### config.mk
export PLATFORM = sky130hd
export DESIGN_NAME = pipelined_adder_tree_flat
export DESIGN_NICKNAME = d
export VERILOG_FILES = /design/src/rtl/pipelined_adder_tree_if.sv /design/src/rtl/pipelined_adder_tree.sv /design/src/flat_wrapper.sv
export SDC_FILE = /design/constraint.sdc
export NUM_CORES = 1
export LEC_CHECK = 0
export ABC_CLOCK_PERIOD_IN_PS = 4100
export CAP_MARGIN = 20
export CELL_PAD_IN_SITES_DETAIL_PLACEMENT = 0
export CELL_PAD_IN_SITES_GLOBAL_PLACEMENT = 1
export CORE_MARGIN = 2
export CORE_UTILIZATION = 43
export DETAILED_ROUTE_END_ITERATION = 16
export PLACE_DENSITY = 0.9
export SETUP_SLACK_MARGIN = 0.02
export SLEW_MARGIN = 20
export SYNTH_ARGS = -nofsm -noshare
export SYNTH_HDL_FRONTEND = slang
export SYNTH_SLANG_ARGS = --single-unit
### constraint.sdc
create_clock -name clk -period 4.1 [get_ports clk]
set_input_delay 0.82 -clock clk [delete_from_list [all_inputs] [get_ports clk]]
set_output_delay 0.82 -clock clk [all_outputs]
set_load 0.01 [all_outputs]
### src/rtl/pipelined_adder_tree_if.sv
// Handshake bundle for pipelined_adder_tree: input beat channel plus result channel.
// The master drives operands and out_ready; the slave (the adder tree) drives the results.
interface pipelined_adder_tree_if #(
    parameter int NUM_IN    = 3,
    parameter int IN_W      = 29,
    parameter int ACC_GUARD = 4
);
    localparam int LEVELS = $clog2(NUM_IN);
    localparam int SUM_W  = IN_W + LEVELS + ACC_GUARD;

    logic                     in_valid;
    logic                     in_ready;
    logic [NUM_IN*IN_W-1:0]   in_data;
    logic                     acc_en;
    logic                     acc_clr;
    logic                     out_valid;
    logic                     out_ready;
    logic signed [SUM_W-1:0]  sum;
    logic                     ovf;

    modport master (
        output in_valid, in_data, acc_en, acc_clr, out_ready,
        input  in_ready, out_valid, sum, ovf
    );

    modport slave (
        input  in_valid, in_data, acc_en, acc_clr, out_ready,
        output in_ready, out_valid, sum, ovf
    );
endinterface

### src/rtl/pipelined_adder_tree.sv
// Pipelined signed adder tree with one registered stage per tree level, followed by a
// saturating accumulator/output register. Backpressure stalls the whole pipeline at once.
module pipelined_adder_tree #(
    parameter int NUM_IN    = 3,
    parameter int IN_W      = 29,
    parameter int ACC_GUARD = 4
) (
    input  logic                  clk,
    input  logic                  rst_n,
    pipelined_adder_tree_if.slave bus
);
    localparam int LEVELS = $clog2(NUM_IN);
    localparam int SUM_W  = IN_W + LEVELS + ACC_GUARD;

    localparam logic signed [SUM_W-1:0] SUM_MAX = {1'b0, {(SUM_W-1){1'b1}}};
    localparam logic signed [SUM_W-1:0] SUM_MIN = {1'b1, {(SUM_W-1){1'b0}}};

    function automatic int termCount(input int lvl);
        return (NUM_IN + (1 << lvl) - 1) >> lvl;
    endfunction

    logic signed [SUM_W-1:0] w_lvl   [LEVELS+1][NUM_IN];
    logic signed [SUM_W-1:0] r_stage [LEVELS][NUM_IN];
    logic [LEVELS-1:0]       r_vld;
    logic [LEVELS-1:0]       r_en;
    logic [LEVELS-1:0]       r_clr;

    logic                    w_adv;
    logic signed [SUM_W-1:0] w_tree;
    logic signed [SUM_W:0]   w_accWide;
    logic                    w_accOvf;
    logic signed [SUM_W-1:0] w_satVal;

    logic signed [SUM_W-1:0] r_sum;
    logic                    r_ovf;
    logic                    r_outValid;

    assign w_adv        = !r_outValid || bus.out_ready;
    assign bus.in_ready = w_adv;

    genvar gl, gk;
    generate
        for (gk = 0; gk < NUM_IN; gk++) begin : g_ext
            assign w_lvl[0][gk] = {{(SUM_W-IN_W){bus.in_data[gk*IN_W+IN_W-1]}},
                                   bus.in_data[gk*IN_W +: IN_W]};
        end

        for (gl = 1; gl <= LEVELS; gl++) begin : g_view
            for (gk = 0; gk < NUM_IN; gk++) begin : g_term
                assign w_lvl[gl][gk] = r_stage[gl-1][gk];
            end
        end

        // Each level pairs adjacent terms; an odd last term is registered unchanged.
        for (gl = 0; gl < LEVELS; gl++) begin : g_level
            for (gk = 0; gk < NUM_IN; gk++) begin : g_node
                if (2*gk+1 < termCount(gl)) begin : g_pair
                    always_ff @(posedge clk or negedge rst_n) begin
                        if (!rst_n)
                            r_stage[gl][gk] <= '0;
                        else if (w_adv)
                            r_stage[gl][gk] <= w_lvl[gl][2*gk] + w_lvl[gl][2*gk+1];
                    end
                end else if (2*gk < termCount(gl)) begin : g_pass
                    always_ff @(posedge clk or negedge rst_n) begin
                        if (!rst_n)
                            r_stage[gl][gk] <= '0;
                        else if (w_adv)
                            r_stage[gl][gk] <= w_lvl[gl][2*gk];
                    end
                end else begin : g_idle
                    always_ff @(posedge clk or negedge rst_n) begin
                        if (!rst_n)
                            r_stage[gl][gk] <= '0;
                        else
                            r_stage[gl][gk] <= '0;
                    end
                end
            end
        end
    endgenerate

    always_ff @(posedge clk or negedge rst_n) begin
        if (!rst_n) begin
            r_vld <= '0;
            r_en  <= '0;
            r_clr <= '0;
        end else if (w_adv) begin
            r_vld[0] <= bus.in_valid;
            r_en[0]  <= bus.acc_en;
            r_clr[0] <= bus.acc_clr;
            for (int i = 1; i < LEVELS; i++) begin
                r_vld[i] <= r_vld[i-1];
                r_en[i]  <= r_en[i-1];
                r_clr[i] <= r_clr[i-1];
            end
        end
    end

    // One extra bit of width exposes signed overflow of the accumulation.
    assign w_tree    = w_lvl[LEVELS][0];
    assign w_accWide = {r_sum[SUM_W-1], r_sum} + {w_tree[SUM_W-1], w_tree};
    assign w_accOvf  = w_accWide[SUM_W] != w_accWide[SUM_W-1];
    assign w_satVal  = w_accWide[SUM_W] ? SUM_MIN : SUM_MAX;

    always_ff @(posedge clk or negedge rst_n) begin
        if (!rst_n) begin
            r_outValid <= 1'b0;
            r_sum      <= '0;
            r_ovf      <= 1'b0;
        end else if (w_adv) begin
            r_outValid <= r_vld[LEVELS-1];
            if (r_vld[LEVELS-1]) begin
                if (r_clr[LEVELS-1] || !r_en[LEVELS-1]) begin
                    r_sum <= w_tree;
                    r_ovf <= 1'b0;
                end else if (w_accOvf) begin
                    r_sum <= w_satVal;
                    r_ovf <= 1'b1;
                end else begin
                    r_sum <= w_accWide[SUM_W-1:0];
                end
            end
        end
    end

    assign bus.out_valid = r_outValid;
    assign bus.sum       = r_sum;
    assign bus.ovf       = r_ovf;
endmodule

### src/flat_wrapper.sv
// flat-port wrapper written by rule: the top's interface ports become plain ports
module pipelined_adder_tree_flat 
#(
    parameter int NUM_IN    = 3,
    parameter int IN_W      = 29,
    parameter int ACC_GUARD = 4
)
  (clk, rst_n, bus_in_valid, bus_in_data, bus_acc_en, bus_acc_clr, bus_out_ready, bus_in_ready, bus_out_valid, bus_sum, bus_ovf);
  pipelined_adder_tree_if #(.NUM_IN(NUM_IN), .IN_W(IN_W), .ACC_GUARD(ACC_GUARD)) bus_i ();
  input  logic clk;
  input  logic rst_n;
  input wire logic [$bits(bus_i.in_valid)-1:0] bus_in_valid;
  input wire logic [$bits(bus_i.in_data)-1:0] bus_in_data;
  input wire logic [$bits(bus_i.acc_en)-1:0] bus_acc_en;
  input wire logic [$bits(bus_i.acc_clr)-1:0] bus_acc_clr;
  input wire logic [$bits(bus_i.out_ready)-1:0] bus_out_ready;
  output wire logic [$bits(bus_i.in_ready)-1:0] bus_in_ready;
  output wire logic [$bits(bus_i.out_valid)-1:0] bus_out_valid;
  output wire logic [$bits(bus_i.sum)-1:0] bus_sum;
  output wire logic [$bits(bus_i.ovf)-1:0] bus_ovf;
  assign bus_i.in_valid = bus_in_valid;
  assign bus_i.in_data = bus_in_data;
  assign bus_i.acc_en = bus_acc_en;
  assign bus_i.acc_clr = bus_acc_clr;
  assign bus_i.out_ready = bus_out_ready;
  assign bus_in_ready = bus_i.in_ready;
  assign bus_out_valid = bus_i.out_valid;
  assign bus_sum = bus_i.sum;
  assign bus_ovf = bus_i.ovf;
  pipelined_adder_tree #(.NUM_IN(NUM_IN), .IN_W(IN_W), .ACC_GUARD(ACC_GUARD)) u_core (.clk(clk), .rst_n(rst_n), .bus(bus_i));
endmodule
# --- Word-level counts from Yosys, hierarchy flattened ---
# Cells that the tools add are included.
op_classes:
  addsub: 3
  eq_ne: 1
  n_mux: 5
  n_reduce_logical: 7
op_table:
  columns: ["cell", "n"]
  rows:
  - ["two-way mux 35 bit", 3]
  - ["adder 35 x 35 -> 36 bit", 1]
  - ["adder 35 x 29 -> 35 bit", 1]
  - ["adder 29 x 29 -> 30 bit", 1]
  - ["AND reduction 3 bit", 1]
  - ["zero test 1 bit", 2]
  - ["logical OR 1 bit", 2]
  - ["two-way mux 1 bit", 2]
  - ["AND reduction 2 bit", 1]
  - ["nonzero test 2 bit", 1]
  - ["inequality test 1 bit", 1]
totals:
  register_bits: 142
  input_bits: 93
  out_inout_bits: 38
  elab_cells: 25

# --- Longest topological paths before layout ---
# Gate-level depths: netlist of the first run.
depth:
  word_depth: 4
  ltp_mapped: 13

# --- Least setup slack after synthesis of the first run ---
# No wires, ideal clock.
synth_path:
  path_kind: "register -> register"
  start: "register u_core.r_sum[0] (netlist: u_core.bus.sum[0])"
  end: "register u_core.r_sum[1] (netlist: u_core.bus.sum[1])"
  setup_ns: 0.134
  arrival_ns: 3.047
  slack_ns: 0.919
  stages_incl_launch_ff: 14
  n_path_buf: 2
  period_less_slack_ns: 3.181
  cell_sequence: "dfrtp_1 ha_1 fa_1 a21oi_2 o2111ai_2 nor3b_2 nor3_1 o21a_1 or4b_1 nand3_2 o211a_1 buf_6 buf_12 a21oi_4"
synth_via:
  elab_chain_cells: 4
  word_cells_on_any_way: 5
synth_lines:
  columns: ["item", "line_no", "rtl"]
  rows:
  - ["start, declared", "pipelined_adder_tree.sv:34", "logic signed [SUM_W-1:0] r_sum;"]
  - ["start signal, assigned", "pipelined_adder_tree.sv:115", "r_sum <= w_tree;"]
  - ["start signal, assigned", "pipelined_adder_tree.sv:118", "r_sum <= w_satVal;"]
  - ["start signal, assigned", "pipelined_adder_tree.sv:121", "r_sum <= w_accWide[SUM_W-1:0];"]
  - ["adder 35 x 35 -> 36 bit (*)", "pipelined_adder_tree.sv:102", "assign w_accWide = {r_sum[SUM_W-1], r_sum} + {w_tree[SUM_W-1], w_tree};"]
  - ["two-way mux 35 bit / inequality test 1 bit (equally long branches)", "pipelined_adder_tree.sv:104, pipelined_adder_tree.sv:103", null]
  - ["two-way mux 35 bit (*)", "pipelined_adder_tree.sv:117", "end else if (w_accOvf) begin"]
  - ["two-way mux 35 bit (*)", "pipelined_adder_tree.sv:114", "if (r_clr[LEVELS-1] || !r_en[LEVELS-1]) begin"]
# Mark *: on every way between the ends. The rest lies on a longest branch, timed or not.
# A chain may end at the register's enable or synchronous reset.

# --- Worst setup path in the final report of the first run ---
layout_path:
  start: "register u_core.r_sum[0] (netlist: u_core.bus.sum[0])"
  end: "register u_core.r_sum[0] (netlist: u_core.bus.sum[0])"
# Same word-level chain as after synthesis.

==> results.cfg, run 1 <==
[run_status]
status = finished, final reports clean

[synth]
ys_ff_latch = 137
avgSynthCellArea_um2 = 8.48
netlist_instances = 1253
synth_edf_count = 0
synth_cell_types = 70
synth_nets = 1443
ys_seq_area_frac = 0.323
synthArstFlopShare = 1.00
netlist_area_mm2 = 0.0106
yosysWarnings = 0
synth_ff_type = dfrtp_1

[sta]
period_share = 0.876
worst_slack_ps = 508
slew_headroom = 0.398
tns_ps = 0
setup_viol_count_final = 0
tightest_slew_ps = 904
maxSlewViolCount = 0
rsz0062_at_grt = false
fmax_mhz = 278
hold_violations = 0
period_needed_ps = 3590
fin_worst_skew_ps = 9.47

[final_layout]
seq_area_mm2 = 0.00343
layout-drive-gt1-share = 0.0677
multi_input_area_mm2 = 0.00682
final_area_mm2 = 0.0128
diodes = 0
area_growth_pct = 20.4
layout_common_cells = 186 x nand2_1, 137 x dfrtp_1, 129 x clkdlybuf4s50_1, 104 x a21oi_1, 96 x o21ai_0
nFillCells = 2261
mostFrequentLayoutCell = nand2_1
fin_nets = 1550

[clocking]
cts-root-buf = clkbuf_16
cts_setup_buffers = 0
cts_buffer_depth = 2
h-tree-depth = 4
clk_latency_ps = 430
clock-sinks = 137
cts_hold_buf = 0
cts_buffers = 17
cts_tree = done
cts_resized = 0
clk_pin_slew_worst_paths_ps = 60

[floorplan]
die_w_um = 161
io_pins = 131
placementRows = 57
die_y_um = 161
dieArea_mm2 = 0.0260
coreArea_mm2 = 0.0243
initial_utilization = 0.437

[setup_path]
worstSetupPathType = register to register
reg2reg_from = u_core.bus.sum[0]$_DFFE_PN0P_
worst_setup_path_end_kind = register
crit_arrival_ps = 3890
critPathLaunch = u_core.bus.sum[0]$_DFFE_PN0P_
timing.rr.end = u_core.bus.sum[0]$_DFFE_PN0P_
crit_fanout = 11
worst-r2r-setup-slack_ps = 510
cp-start-kind = register
cp-endpoint = u_core.bus.sum[0]$_DFFE_PN0P_
r2r_cells = 12
worst_ep_required_time_ps = 4400

[global_routing]
grt_start_max_net_pins = 97
grtUsageMet1 = 0.293
grtUsageMet3 = 0.0318
grt_pass1_wl_um = 44200
use_met2 = 0.327
grt_busiest_layer = met2
grt_pass1_vias = 9022
grt_overflow = 0
antenna_found_initial = 0
grtUsageTotal = 0.205

[routing]
dr.pass1.iters = 5
vias = 9331
wirelength_um = 26000
drc = 0
drtIter0Drc = 629
wl_per_cell_um = 15.3
ant_nets = 0
vias_per_cell = 5.50

[placed_design]
pre_cts_ws_ps = 283
placed_area_mm2 = 0.0122
dpl.hpwl_um = 19700
gp_congestion = 0.923
portBuffers = 130

[pwr]
p_leak_uw = 0.00550
power.density_mw_per_mm2 = 898
max-vdd-ir-drop_v = 0.000394

[flow_run]
maxCapViolCount = 0

[min_path]
hold_path_class = register to register
## stage by stage
| step | instances | hold slack (ps) | utilization | total power [uW] |
|---|---|---|---|---|
| final | 1697 | 469 | 0.526 | 11500 |
| after CTS | 1697 | 472 | 0.526 | 11500 |
| after global routing | 1697 | 486 | 0.526 | 12500 |
| after detailed placement | 1665 | 455 | 0.501 | 9830 |
| after global placement | 1665 | 446 | 0.501 | 9700 |
| after floorplan | 1253 | 431 | - | 8050 |
## where the power goes
part / switching [uW] / internal, uW / total [uW]
clock network: 627 / 964 / 1590
logic: 4380 / 3130 / 7520
registers: 485 / 1910 / 2390
total: 5490 / 6000 / 11500
## per-layer routing
layer  wire, um  up-vias
li1           -     4742
met1      13000     4346
met2      11600      213
met3       1000       30
met4        408        0
met5          0        -
## cell usage after synthesis, types with 4 or more instances
cell / n / area (um2)
buf_1: 4 / 15.0
a31oi_1: 15 / 93.8
inv_1: 32 / 120
nor2b_1: 11 / 68.8
a221oi_1: 4 / 35.0
and3_1: 10 / 62.6
xor2_1: 31 / 272
ha_1: 94 / 1180
nor2_1: 89 / 334
a21oi_1: 104 / 521
a21boi_0: 4 / 30.0
o21ai_0: 96 / 480
xnor2_1: 33 / 289
a21o_1: 34 / 255
or2_2: 4 / 25.0
nor3_1: 20 / 100
or3_1: 43 / 269
o31ai_1: 12 / 90.1
nand3_1: 49 / 245
a211oi_1: 10 / 75.1
nor4_1: 5 / 31.3
a21oi_4: 30 / 488
o22ai_1: 7 / 43.8
or4_1: 4 / 30.0
clkbuf_1: 45 / 169
o211ai_1: 5 / 37.5
o21bai_1: 13 / 97.6
and2_1: 8 / 50.1
mux2i_1: 5 / 50.1
nand2b_1: 14 / 87.6
dfrtp_1: 137 / 3430
o21a_1: 17 / 128
nand4_1: 17 / 106
nand2_1: 186 / 698
## cell families after synthesis
logic type                 synth area share
buffers and inverters                0.0377
and+or+nand+nor                       0.206
adders and majority gates             0.116
muxes                               0.00577
DFF                                   0.323
xor gates and xnor gates             0.0527
AOI/OAI and AO/OA                     0.259
## state kept, by name (all words and copies together), names as in the netlist
register              cells
u_core.r_stage           59
u_core.bus.sum           35
u_core.w_tree            35
u_core.r_clr              2
u_core.r_en               2
u_core.r_vld              2
u_core.bus.out_valid      1
u_core.bus.ovf            1
## worst min path at each step
| stage | depth (start not counted) | start | slack, ps | endpoint |
|---|---|---|---|---|
| 6_report | 2 | u_core.r_en[1]$_DFFE_PN0N_ | 470 | u_core.r_en[1]$_DFFE_PN0N_ |
| 5_1_grt | 2 | u_core.r_clr[0]$_DFFE_PN0N_ | 490 | u_core.r_clr[1]$_DFFE_PN0N_ |
| 4_1_cts | 2 | u_core.r_clr[0]$_DFFE_PN0N_ | 470 | u_core.r_clr[0]$_DFFE_PN0N_ |
| 3_5_place_dp | 2 | u_core.r_en[1]$_DFFE_PN0N_ | 460 | u_core.r_en[1]$_DFFE_PN0N_ |
| 3_3_place_gp | 2 | u_core.r_en[1]$_DFFE_PN0N_ | 450 | u_core.r_en[1]$_DFFE_PN0N_ |
| 2_1_floorplan | 2 | u_core.r_en[1]$_DFFE_PN0N_ | 430 | u_core.r_en[1]$_DFFE_PN0N_ |
## layout make-up
class / instances / share of cell area
clock inverters: 13 / 0.0134
multi-input cells: 1027 / 0.533
repair buffers: 144 / 0.111
well taps: 324 / 0.0317
flip-flops and latches: 137 / 0.268
inverters: 33 / 0.00978
clock buffers: 19 / 0.0338
## critical path: stages (launching register included)
cell       delay, ps
dfrtp_1          390
ha_1             260
fa_1             440
a21oi_2          190
o2111ai_2        200
nor3b_2          260
nor3_1           110
o21a_1           250
or4b_1           530
nand3_2          120
o211a_4          270
buf_4            350
a21oi_4           80
Note: power is estimated with default switching activity, not from simulation.
==> run 2, diff against run 1 <==
Settings changed: SLEW_MARGIN 20 to not set.
==> results of run 2 <==
The final DEF is identical to that of run 1; final timing and power are the same.
